===== src/rtl/cmd_phys_param.sv =====
// cmd_phys_param: SD command-line physical layer with response capture.
//
// Serialises a host command frame (payload MSB first, CRC7, end bit) onto
// the CMD pad, then optionally captures a RESP_SHORT- or RESP_LONG-bit card
// response with a start-bit timeout.
//
// Optional feature macro: CMD_PHYS_CRC7_EN
//   defined   : CRC7 generated on transmit, checked on short responses
//   undefined : CRC field sent as all ones, crc_error tied low, no CRC logic
//
// Ports:
//   sd_clock     block clock
//   reset        asynchronous reset, active-low
//   strobe_in    command request (accepted only in IDLE)
//   ack_in       controller has consumed the response
//   idle_in      abort to IDLE (priority over strobe_in)
//   cmd_to_send  command payload, MSB first
//   long_resp_in expect a RESP_LONG response (sampled with strobe_in)
//   no_resp_in   expect no response (sampled with strobe_in, wins over long)
//   cmd_pin_in   CMD pad input
//   cmd_pin_out  CMD pad output data (1 when not driving)
//   cmd_oe       CMD pad output enable (high only while sending)
//   ack_out      one-cycle command-accepted pulse
//   strobe_out   response/completion valid, held until ack_in
//   response     captured response, right-aligned
//   timeout      no start bit arrived, valid with strobe_out
//   crc_error    short-response CRC mismatch, valid with strobe_out
//   busy         high in every state except IDLE
module cmd_phys_param #(
  parameter int CMD_WIDTH  = 40,
  parameter int RESP_SHORT = 48,
  parameter int RESP_LONG  = 136,
  parameter int TIMEOUT    = 64
) (
  input  logic                 sd_clock,
  input  logic                 reset,
  input  logic                 strobe_in,
  input  logic                 ack_in,
  input  logic                 idle_in,
  input  logic [CMD_WIDTH-1:0] cmd_to_send,
  input  logic                 long_resp_in,
  input  logic                 no_resp_in,
  input  logic                 cmd_pin_in,
  output logic                 cmd_pin_out,
  output logic                 cmd_oe,
  output logic                 ack_out,
  output logic                 strobe_out,
  output logic [RESP_LONG-1:0] response,
  output logic                 timeout,
  output logic                 crc_error,
  output logic                 busy
);

  localparam int TX_BITS = CMD_WIDTH + 8;
  localparam int TXW     = $clog2(TX_BITS + 1);
  localparam int RXW     = $clog2(RESP_LONG + 1);
  localparam int WTW     = $clog2(TIMEOUT + 1);

  localparam logic [TXW-1:0] TX_LAST       = TXW'(TX_BITS - 1);
  localparam logic [TXW-1:0] TX_PAY_END    = TXW'(CMD_WIDTH);
  localparam logic [RXW-1:0] RX_SHORT_LAST = RXW'(RESP_SHORT - 1);
  localparam logic [RXW-1:0] RX_LONG_LAST  = RXW'(RESP_LONG - 1);
  localparam logic [WTW-1:0] WAIT_LAST     = WTW'(TIMEOUT - 1);

  typedef enum logic [2:0] {
    S_IDLE,
    S_SEND,
    S_WAIT_RESP,
    S_RECEIVE,
    S_DONE
  } state_t;

  state_t r_state;
  state_t w_next;

  logic [CMD_WIDTH-1:0] r_tx;
  logic [TXW-1:0]       r_tx_cnt;
  logic [RXW-1:0]       r_rx_cnt;
  logic [WTW-1:0]       r_wait_cnt;
  logic [RESP_LONG-1:0] r_resp;
  logic                 r_long;
  logic                 r_no_resp;
  logic                 r_ack;
  logic                 r_timeout;
  logic                 w_tx_bit;
  logic                 w_rx_last;

`ifdef CMD_PHYS_CRC7_EN
  localparam logic [RXW-1:0] RX_CRC_END = RXW'(RESP_SHORT - 8);

  logic [6:0] r_tx_crc;
  logic [6:0] r_rx_crc;
  logic       r_crc_err;

  // One serial step of CRC7, polynomial x^7 + x^3 + 1.
  function automatic logic [6:0] f_crc7_step(input logic [6:0] crc, input logic din);
    logic fb;
    fb = din ^ crc[6];
    return {crc[5:0], 1'b0} ^ {3'b000, fb, 2'b00, fb};
  endfunction
`endif

  assign w_rx_last = (r_rx_cnt == (r_long ? RX_LONG_LAST : RX_SHORT_LAST));

  // Bit on the pad during SEND: payload, then CRC field, then end bit.
`ifdef CMD_PHYS_CRC7_EN
  assign w_tx_bit = (r_tx_cnt < TX_PAY_END) ? r_tx[CMD_WIDTH-1] :
                    (r_tx_cnt == TX_LAST)   ? 1'b1 : r_tx_crc[6];
`else
  assign w_tx_bit = (r_tx_cnt < TX_PAY_END) ? r_tx[CMD_WIDTH-1] : 1'b1;
`endif

  always_ff @(posedge sd_clock or negedge reset) begin
    if (!reset) r_state <= S_IDLE;
    else        r_state <= w_next;
  end

  always_comb begin
    w_next = r_state;
    if (idle_in) begin
      w_next = S_IDLE;
    end else begin
      case (r_state)
        S_IDLE:      if (strobe_in) w_next = S_SEND;
        S_SEND:      if (r_tx_cnt == TX_LAST) w_next = r_no_resp ? S_DONE : S_WAIT_RESP;
        S_WAIT_RESP: begin
          if (!cmd_pin_in)                  w_next = S_RECEIVE;
          else if (r_wait_cnt == WAIT_LAST) w_next = S_DONE;
        end
        S_RECEIVE:   if (w_rx_last) w_next = S_DONE;
        S_DONE:      if (ack_in) w_next = S_IDLE;
        default:     w_next = S_IDLE;
      endcase
    end
  end

  always_ff @(posedge sd_clock or negedge reset) begin
    if (!reset) begin
      r_tx       <= '0;
      r_tx_cnt   <= '0;
      r_rx_cnt   <= '0;
      r_wait_cnt <= '0;
      r_resp     <= '0;
      r_long     <= 1'b0;
      r_no_resp  <= 1'b0;
      r_ack      <= 1'b0;
      r_timeout  <= 1'b0;
`ifdef CMD_PHYS_CRC7_EN
      r_tx_crc   <= '0;
      r_rx_crc   <= '0;
      r_crc_err  <= 1'b0;
`endif
    end else begin
      r_ack <= 1'b0;
      if (idle_in) begin
        r_tx_cnt   <= '0;
        r_rx_cnt   <= '0;
        r_wait_cnt <= '0;
        r_timeout  <= 1'b0;
`ifdef CMD_PHYS_CRC7_EN
        r_crc_err  <= 1'b0;
`endif
      end else begin
        case (r_state)
          S_IDLE: begin
            if (strobe_in) begin
              r_tx      <= cmd_to_send;
              r_long    <= long_resp_in & ~no_resp_in;
              r_no_resp <= no_resp_in;
              r_ack     <= 1'b1;
              r_tx_cnt  <= '0;
              r_timeout <= 1'b0;
`ifdef CMD_PHYS_CRC7_EN
              r_tx_crc  <= '0;
              r_rx_crc  <= '0;
              r_crc_err <= 1'b0;
`endif
            end
          end
          S_SEND: begin
            // Previous response stays visible until the new frame is on the wire.
            if (r_tx_cnt == TX_LAST) begin
              r_tx_cnt   <= '0;
              r_wait_cnt <= '0;
              r_resp     <= '0;
            end else begin
              r_tx_cnt <= r_tx_cnt + TXW'(1);
            end
            if (r_tx_cnt < TX_PAY_END) begin
              r_tx <= {r_tx[CMD_WIDTH-2:0], 1'b0};
`ifdef CMD_PHYS_CRC7_EN
              r_tx_crc <= f_crc7_step(r_tx_crc, r_tx[CMD_WIDTH-1]);
            end else begin
              r_tx_crc <= {r_tx_crc[5:0], 1'b0};
`endif
            end
          end
          S_WAIT_RESP: begin
            if (!cmd_pin_in) begin
              // Start bit is response bit 0 of the frame; CRC of a lone 0 from 0 stays 0.
              r_resp   <= {r_resp[RESP_LONG-2:0], cmd_pin_in};
              r_rx_cnt <= RXW'(1);
            end else if (r_wait_cnt == WAIT_LAST) begin
              r_timeout  <= 1'b1;
              r_wait_cnt <= '0;
            end else begin
              r_wait_cnt <= r_wait_cnt + WTW'(1);
            end
          end
          S_RECEIVE: begin
            r_resp <= {r_resp[RESP_LONG-2:0], cmd_pin_in};
            if (w_rx_last) begin
              r_rx_cnt <= '0;
`ifdef CMD_PHYS_CRC7_EN
              // Before this final shift, r_resp[6:0] holds frame bits [7:1].
              r_crc_err <= ~r_long & (r_resp[6:0] != r_rx_crc);
`endif
            end else begin
              r_rx_cnt <= r_rx_cnt + RXW'(1);
            end
`ifdef CMD_PHYS_CRC7_EN
            if (r_rx_cnt < RX_CRC_END) r_rx_crc <= f_crc7_step(r_rx_crc, cmd_pin_in);
`endif
          end
          default: ;
        endcase
      end
    end
  end

  // Pad controls decode straight from state so reset releases the pad asynchronously.
  assign cmd_oe      = (r_state == S_SEND);
  assign cmd_pin_out = (r_state == S_SEND) ? w_tx_bit : 1'b1;
  assign ack_out     = r_ack;
  assign strobe_out  = (r_state == S_DONE);
  assign timeout     = (r_state == S_DONE) & r_timeout;
  assign busy        = (r_state != S_IDLE);
  assign response    = r_resp;
`ifdef CMD_PHYS_CRC7_EN
  assign crc_error   = (r_state == S_DONE) & r_crc_err;
`else
  assign crc_error   = 1'b0;
`endif

endmodule


===== config.mk =====
export PLATFORM = sky130hd
export DESIGN_NAME = cmd_phys_param
export DESIGN_NICKNAME = d
export VERILOG_FILES = /design/src/rtl/cmd_phys_param.sv
export SDC_FILE = /design/constraint.sdc
export NUM_CORES = 1
export LEC_CHECK = 0
export ABC_CLOCK_PERIOD_IN_PS = 1800
export CORE_ASPECT_RATIO = 1.2
export CORE_MARGIN = 2
export CORE_UTILIZATION = 45
export DETAILED_ROUTE_END_ITERATION = 10
export GPL_TIMING_DRIVEN = 0
export HOLD_SLACK_MARGIN = 0.15
export PLACE_DENSITY = 0.76
export SETUP_SLACK_MARGIN = 0.4
export SYNTH_ARGS = -nofsm -noshare
export SYNTH_HDL_FRONTEND = slang
export SYNTH_SLANG_ARGS = --single-unit

===== constraint.sdc =====
create_clock -name sd_clock -period 1.8 [get_ports sd_clock]
set_input_delay 0.18 -clock sd_clock [delete_from_list [all_inputs] [get_ports sd_clock]]
set_output_delay 0.18 -clock sd_clock [all_outputs]
set_load 0.02 [all_outputs]

==> impl_metrics.env, run 1 <==
export IMPL_crit_chain="buf_6, buf_4, buf_6, nor2_4, o21ai_2, a21o_4, buf_12, buf_12, clkbuf_16, a22o_1"
export IMPL_drt_iter0_drc=473
export IMPL_final_max_slew_viol_count=0
export IMPL_violations="negative setup slack"
export IMPL_clk_pin_slew_ps=60
export IMPL_synth_mux_area_frac=0.0521
export IMPL_syn_inst=673
export IMPL_synth_common_cells="dfrtp_1 (204), a22o_1 (139), nand2_1 (60), o21ai_1 (50), mux2i_1 (42)"
export IMPL_cts_tree="built"
export IMPL_synth_edf_count=0
export IMPL_final_setup_skew_ps=9.98
export IMPL_cts_buffer_depth=3
export IMPL_die_w_um=128
export IMPL_min_period_ps=1980
export IMPL_endpoint_kind="register"
export IMPL_holdCritPathClass="input pin to asynchronous set/reset pin"
export IMPL_regArea_um2=5110
export IMPL_path_max_fanout=6
export IMPL_worstPathArrival_ps=2340
export IMPL_syn_area_per_cell_um2=12.3
export IMPL_cts_htree_levels=1
export IMPL_synth_seq_cells=204
export IMPL_worstMarginPinSlew_ps=674
export IMPL_syn_num_nets=724
export IMPL_grt_max_degree=127
export IMPL_root_buffer="clkbuf_16"
export IMPL_cts_sinks=204
export IMPL_port_buffers=189
export IMPL_synth_ff_type="dfrtp_1"
export IMPL_synth_compound_area_frac=0.218
export IMPL_drive_above_1_share=0.230
export IMPL_synthSimpleGateAreaFrac=0.0774
export IMPL_leakage_nw=8.20
export IMPL_antenna_cells=0
export IMPL_synth_top_family_by_area="compound AO/OA/AOI/OAI gates"
export IMPL_outcome="complete, but fails checks"
export IMPL_synth_area_um2=8280
export IMPL_dp_final_hpwl_um=13600
export IMPL_firstDrtPassIters=5
export IMPL_row_count=54
export IMPL_worstSetupPathType="register to register"
export IMPL_cts_buffers=21
export IMPL_detail_route_antenna_nets=0
export IMPL_design_area_um2=13100
export IMPL_antenna_found_initial=0
export IMPL_viasPerCell=5.77
export IMPL_synth_yosys_seq_area_share=0.616
export IMPL_grt_pass1_vias=6453
export IMPL_track_usage=0.208
export IMPL_relSlewSlack=0.551
export IMPL_drt_total_wl_um=24100
export IMPL_cp_required_ps=2160
export IMPL_routabilityCongestion=0.848
export IMPL_fin_crit_sh=1.10
export IMPL_ys_warn_count=0
export IMPL_routedWlPerCell_um=20.2
export IMPL_fin_util=0.724
export IMPL_ios=191
export IMPL_fill_cells=1128
export IMPL_fp_dieArea_um2=19500
export IMPL_synthTopCellsByArea="dfrtp_1 (62%), a22o_1 (15%), mux2i_1 (5.1%)"
export IMPL_synthArstFlopShare=1.00
export IMPL_max_freq_mhz=506
export IMPL_area_growth_synth_to_final_pct=58.2
export IMPL_p_per_area_nw_per_um2=1060
export IMPL_gr_total_overflow=0
export IMPL_synth_cell_types=49
export IMPL_synth_xor_area_frac=0
export IMPL_setup_violations=142
export IMPL_core_um2=18100
export IMPL_synth_adder_area_share=0.00453
export IMPL_reg2reg_slack_ps=-180
export IMPL_synth_top_area_cell="dfrtp_1"
export IMPL_num_vias=6902
export IMPL_rsz0062_at_grt="yes"
export IMPL_clk_latency_ps=480
export IMPL_drc_errors=0
export IMPL_start_kind="register"
export IMPL_setup_slack_ps=-178
export IMPL_cpMaxStageDelayCell="dfrtp_1"
export IMPL_synth_top_cell_area_share=0.616
export IMPL_nNetsFinal=1010
export IMPL_cp_slowest_stage_delay_ps=370
export IMPL_die_y_um=153
export IMPL_multi_input_area_um2=3230
export IMPL_yosysMostFrequentCell="dfrtp_1"
export IMPL_initial_core_util=0.457
export IMPL_grt_pass1_wl_um=33800
export IMPL_hold_viol=0
export IMPL_peakVddDrop_v=0.000849
export IMPL_drv_cap=0
export IMPL_place_area_um2=10700
-- sequential cells by signal (all words and copies together) (netlist names) --
register and count:
r_timeout 1, r_tx_cnt 6, r_tx 40, response 136, r_rx_cnt 8, r_long 1, r_wait_cnt 7, ack_out 1
r_no_resp 1, r_state 3
-- final cells by class --
type,instances,share of cell area
Inverter,8,0.00267
Sequential cell,204,0.390
Multi-Input combinational cell,409,0.246
Buffer,52,0.0463
Timing Repair Buffer,263,0.242
Clock buffer,29,0.0455
Clock inverter,8,0.00602
Tap cell,224,0.0214
-- layout by cell type, fill, tap and decap left out, types with 8 or more instances in the layout --
| cell type | Yosys | routed |
|---|---|---|
| nand2_1 | 60 | 56 |
| clkdlybuf4s15_2 | 0 | 8 |
| dlymetal6s2s_1 | 0 | 127 |
| a22o_1 | 139 | 139 |
| clkbuf_4 | 0 | 8 |
| mux2i_1 | 42 | 42 |
| buf_8 | 0 | 19 |
| buf_4 | 1 | 46 |
| nor2_1 | 14 | 10 |
| nand3_1 | 12 | 9 |
| o21ai_1 | 50 | 49 |
| dfrtp_1 | 204 | 202 |
| clkbuf_16 | 0 | 37 |
| clkbuf_8 | 0 | 8 |
| buf_6 | 0 | 22 |
| clkdlybuf4s50_1 | 0 | 46 |
| buf_12 | 0 | 8 |
-- logic make-up (layout without fill, tap and decap cells) --
kind of cell | after synthesis | after routing
adders and majority gates | 3 | 3
AOI/OAI and AO/OA | 239 | 239
and+or+nand+nor | 123 | 123
other | 1 | 1
muxes | 43 | 43
DFF | 204 | 204
buffers and inverters | 60 | 360
-- report_power, final --
group          total (mW)  internal [mW]  switching (mW)
combinational        4.19           2.15            2.04
sequential           5.44           5.12           0.319
clock                4.22           2.47            1.76
total                13.8           9.73            4.11
-- worst paths after layout --
kind                                         from                       end  depth (start not counted)
max reg2reg                r_state[2]$_DFFE_PN0P_  response[85]$_DFFE_PN0P_                         10
min in group sd_clock                long_resp_in        r_long$_DFFE_PN0P_                          3
min                                         reset  response[23]$_DFFE_PN0P_                          2
max                        r_state[2]$_DFFE_PN0P_  response[85]$_DFFE_PN0P_                         10
max in group asynchronous                   reset  response[40]$_DFFE_PN0P_                          3
min reg2reg                  r_tx[25]$_DFFE_PN0P_      r_tx[25]$_DFFE_PN0P_                          2
-- stage by stage --
stage                     setup WS (ps)  TNS (ps)  total power, mW  std cells  hold WS, ps
final                              -178    -16890             13.8       1197          245
after global routing               -235    -26360             14.5       1197          291
after CTS                          -151     -2580             13.4       1155          280
after detailed placement           -676    -85660             8.70       1087          193
after global placement            -7810  -1668950             8.62       1086          471
after floorplan                     126         0             7.79        673         -116
-- critical path, delay by kind of cell, from the launching register on --
kind / cells / cell delay, ps
DFF: 1 / 370
AOI/OAI and AO/OA: 3 / 500
buffers and inverters: 6 / 830
and+or+nand+nor: 1 / 170
-- repair_timing --
item	in CTS	in global routing
hold buffers	1	0
gates resized for setup	107	211
endpoints found under the setup margin	341	466
setup buffers	29	25
gates cloned	1	17
pin swaps	8	38
hold endpoints to repair	78	0
-- layer usage --
metal  share of wire  vias up  GRT usage
met3           0.058       47     0.0313
met4           0.022        0     0.0445
met5               0        -          0
met2            0.50      270      0.345
li1                -     3089          -
met1            0.42     3496      0.293
No activity file was read; power rests on OpenSTA's default activity.
==> run 2, diff against run 1 <==
CELL_PAD_IN_SITES_DETAIL_PLACEMENT = 1   (was default)
CELL_PAD_IN_SITES_GLOBAL_PLACEMENT = 1   (was default)
CORE_UTILIZATION = 36   (was 45)
CTS_CLUSTER_DIAMETER = 150   (was default)
PLACE_DENSITY = default   (was 0.76)
PLACE_DENSITY_LB_ADDON = 0.1   (was default)
==> run 2 against run 1 <==
Net effect: the flow still finishes with violations (negative setup slack); power increased by 5.7%; cell area decreased by 1.8%; sequential share of layout area increased by 0.71 points; utilization decreased by 15 points; hold slack got worse by 18 ps; clock skew increased by 5.4 ps; largest cell class unchanged.
==> impl_metrics.env, run 2 (same netlist as run 1, synthesis figures left out) <==
export IMPL_largest_register_ff_count=136
export IMPL_cp_required_ps=1620
export IMPL_fin_tns_setup_ps=-12650
export IMPL_worstPathArrival_ps=1800
export IMPL_worstMarginPinSlew_ps=703
export IMPL_min_period_ps=1980
export IMPL_initial_core_util=0.368
export IMPL_die_y_um=170
export IMPL_core_um2=22500
export IMPL_p_int_mw=10.3
export IMPL_setup_slack_ps=-183
export IMPL_p_per_area_nw_per_um2=1140
export IMPL_fp_dieArea_um2=24200
export IMPL_firstDrtPassIters=4
export IMPL_regArea_um2=5100
export IMPL_seq_power_share=0.372
export IMPL_path_max_fanout=4
export IMPL_port_buffers=189
export IMPL_peakVddDrop_v=0.000864
export IMPL_start_kind="register"
export IMPL_hold_viol=0
export IMPL_worstRegToRegCells=8
export IMPL_violations="negative setup slack"
export IMPL_antenna_found_initial=0
export IMPL_layout_common_cells="dfrtp_1 (204), clkdlybuf4s50_1 (177), a22o_1 (139), nand2_1 (57), o21ai_1 (49)"
export IMPL_drv_cap=0
export IMPL_final_common_cell="dfrtp_1"
export IMPL_holdCritPathClass="input pin to asynchronous set/reset pin"
export IMPL_nNetsFinal=1015
export IMPL_reg2reg_to="response[51]$_DFFE_PN0P_"
export IMPL_fin_crit_sh=1.10
export IMPL_clockPowerShare=0.347
export IMPL_cts_buffers=24
export IMPL_cts_tree="built"
export IMPL_routabilityCongestion=0.808
export IMPL_drc_errors=0
export IMPL_routedWlPerCell_um=21.2
export IMPL_grt_max_degree=128
export IMPL_worstSetupPathType="register to output pin"
export IMPL_clk_latency_ps=510
export IMPL_leakage_nw=5.92
export IMPL_combinationalPowerShare=0.281
export IMPL_root_buffer="clkbuf_16"
export IMPL_netSwitchingFraction=0.296
export IMPL_track_usage=0.210
export IMPL_viasPerCell=5.47
export IMPL_relSlewSlack=0.531
export IMPL_fill_cells=2215
export IMPL_rsz0062_at_grt="yes"
export IMPL_antenna_cells=0
export IMPL_final_max_slew_viol_count=0
export IMPL_grt_pass1_wl_um=40800
export IMPL_area_growth_synth_to_final_pct=55.3
export IMPL_multi_input_area_um2=3110
export IMPL_ios=191
export IMPL_whs_ps=227
export IMPL_final_setup_skew_ps=15.4
export IMPL_num_vias=6892
export IMPL_worstReg2RegStart="r_tx_cnt[4]$_DFFE_PN0P_"
export IMPL_cts_sinks=204
export IMPL_row_count=60
export IMPL_dp_final_hpwl_um=16200
export IMPL_detail_route_antenna_nets=0
export IMPL_netSwitchingPower_mw=4.33
export IMPL_gr_total_overflow=0
export IMPL_max_freq_mhz=504
export IMPL_drt_iter0_drc=232
export IMPL_drive_above_1_share=0.219
export IMPL_outcome="complete, but fails checks"
export IMPL_drt_total_wl_um=26600
export IMPL_clk_pin_slew_ps=60
export IMPL_setup_violations=174
export IMPL_die_w_um=142
export IMPL_cts_buffer_depth=3
export IMPL_grt_pass1_vias=7357
export IMPL_reg2reg_slack_ps=-170
export IMPL_fin_util=0.571
export IMPL_cts_htree_levels=1
export IMPL_endpoint_kind="output pin"
run 2: changes by cell type in the layout (fill, tap and decap cells not counted), moves of 4 or more:
cell             previous run  this run
clkdlybuf4s50_1            46       177
dlymetal6s2s_1            127         0
clkbuf_4                    8         0
clkbuf_8                    8        16
clkbuf_2                    4        15
clkdlybuf4s15_2             8         1
buf_8                      19        15
buf_16                      1         7
a31oi_1                     6        10
run 2: cell type report:
cell class | instances | share of cell area
Buffer | 52 | 0.0513
Clock buffer | 30 | 0.0532
Multi-Input combinational cell | 409 | 0.242
Timing Repair Buffer | 265 | 0.215
Sequential cell | 204 | 0.397
Inverter | 8 | 0.00292
Clock inverter | 12 | 0.0114
Tap cell | 279 | 0.0271
run 2: worst max path at each step:
stage                            start                        end  slack, ps  cells past startpoint
2_1_floorplan  r_tx_cnt[0]$_DFFE_PN0P_   response[40]$_DFFE_PN0P_        130                      8
3_3_place_gp                     reset  r_wait_cnt[0]$_DFFE_PN0P_      -7740                      1
3_5_place_dp                   idle_in   response[60]$_DFFE_PN0P_       -730                      6
4_1_cts         r_state[2]$_DFFE_PN0P_                cmd_pin_out       -200                      8
5_1_grt         r_state[0]$_DFFE_PN0P_       r_tx[12]$_DFFE_PN0P_       -240                      7
6_report        r_state[2]$_DFFE_PN0P_                cmd_pin_out       -180                      8
run 2: what timing repair did:
item                                   in CTS  in global routing
hold buffers                                1                  0
setup endpoints to repair                 342                454
pin swaps                                  20                 19
gates cloned                               15                  2
buffers inserted                           38                 19
endpoints found under the hold margin      77                  0
gates resized for setup                   116                 38
run 2: power by group through the flow:
stage | logic, mW | clock network [mW] | registers (mW)
global route | 4.46 | 5.41 | 5.50
CTS | 3.89 | 5.20 | 5.44
detailed placement | 3.27 | 0 | 5.52
finish | 4.12 | 5.07 | 5.44
global placement | 3.13 | 0 | 5.49
floorplan | 2.32 | 0 | 5.47
run 2: layer usage:
metal,vias up,wire (um),part of all wire,GRT usage
li1,3099,-,-,-
met1,3563,10700,0.40,0.261
met2,193,13900,0.52,0.369
met3,37,1460,0.055,0.0419
met4,0,520,0.020,0.0594
met5,-,0,0,0
run 2: worst max-delay path, stage by stage (launching register included):
cell      delay [ps]
dfrtp_1          370
buf_6            130
buf_8            120
clkinv_4          40
and3_4           190
buf_8            110
buf_12            90
nand3b_1         100
buf_6            160
run 2: through the flow:
| step | area, um^2 | std cells | total power [mW] | setup slack, ps |
|---|---|---|---|---|
| 2_1_floorplan | 8530 | 673 | 7.79 | 126 |
| 3_3_place_gp | 10800 | 1141 | 8.62 | -7740 |
| 3_5_place_dp | 10800 | 1142 | 8.79 | -731 |
| 4_1_cts | 12500 | 1238 | 14.5 | -203 |
| 5_1_grt | 12900 | 1259 | 15.4 | -242 |
| 6_report | 12900 | 1259 | 14.6 | -183 |
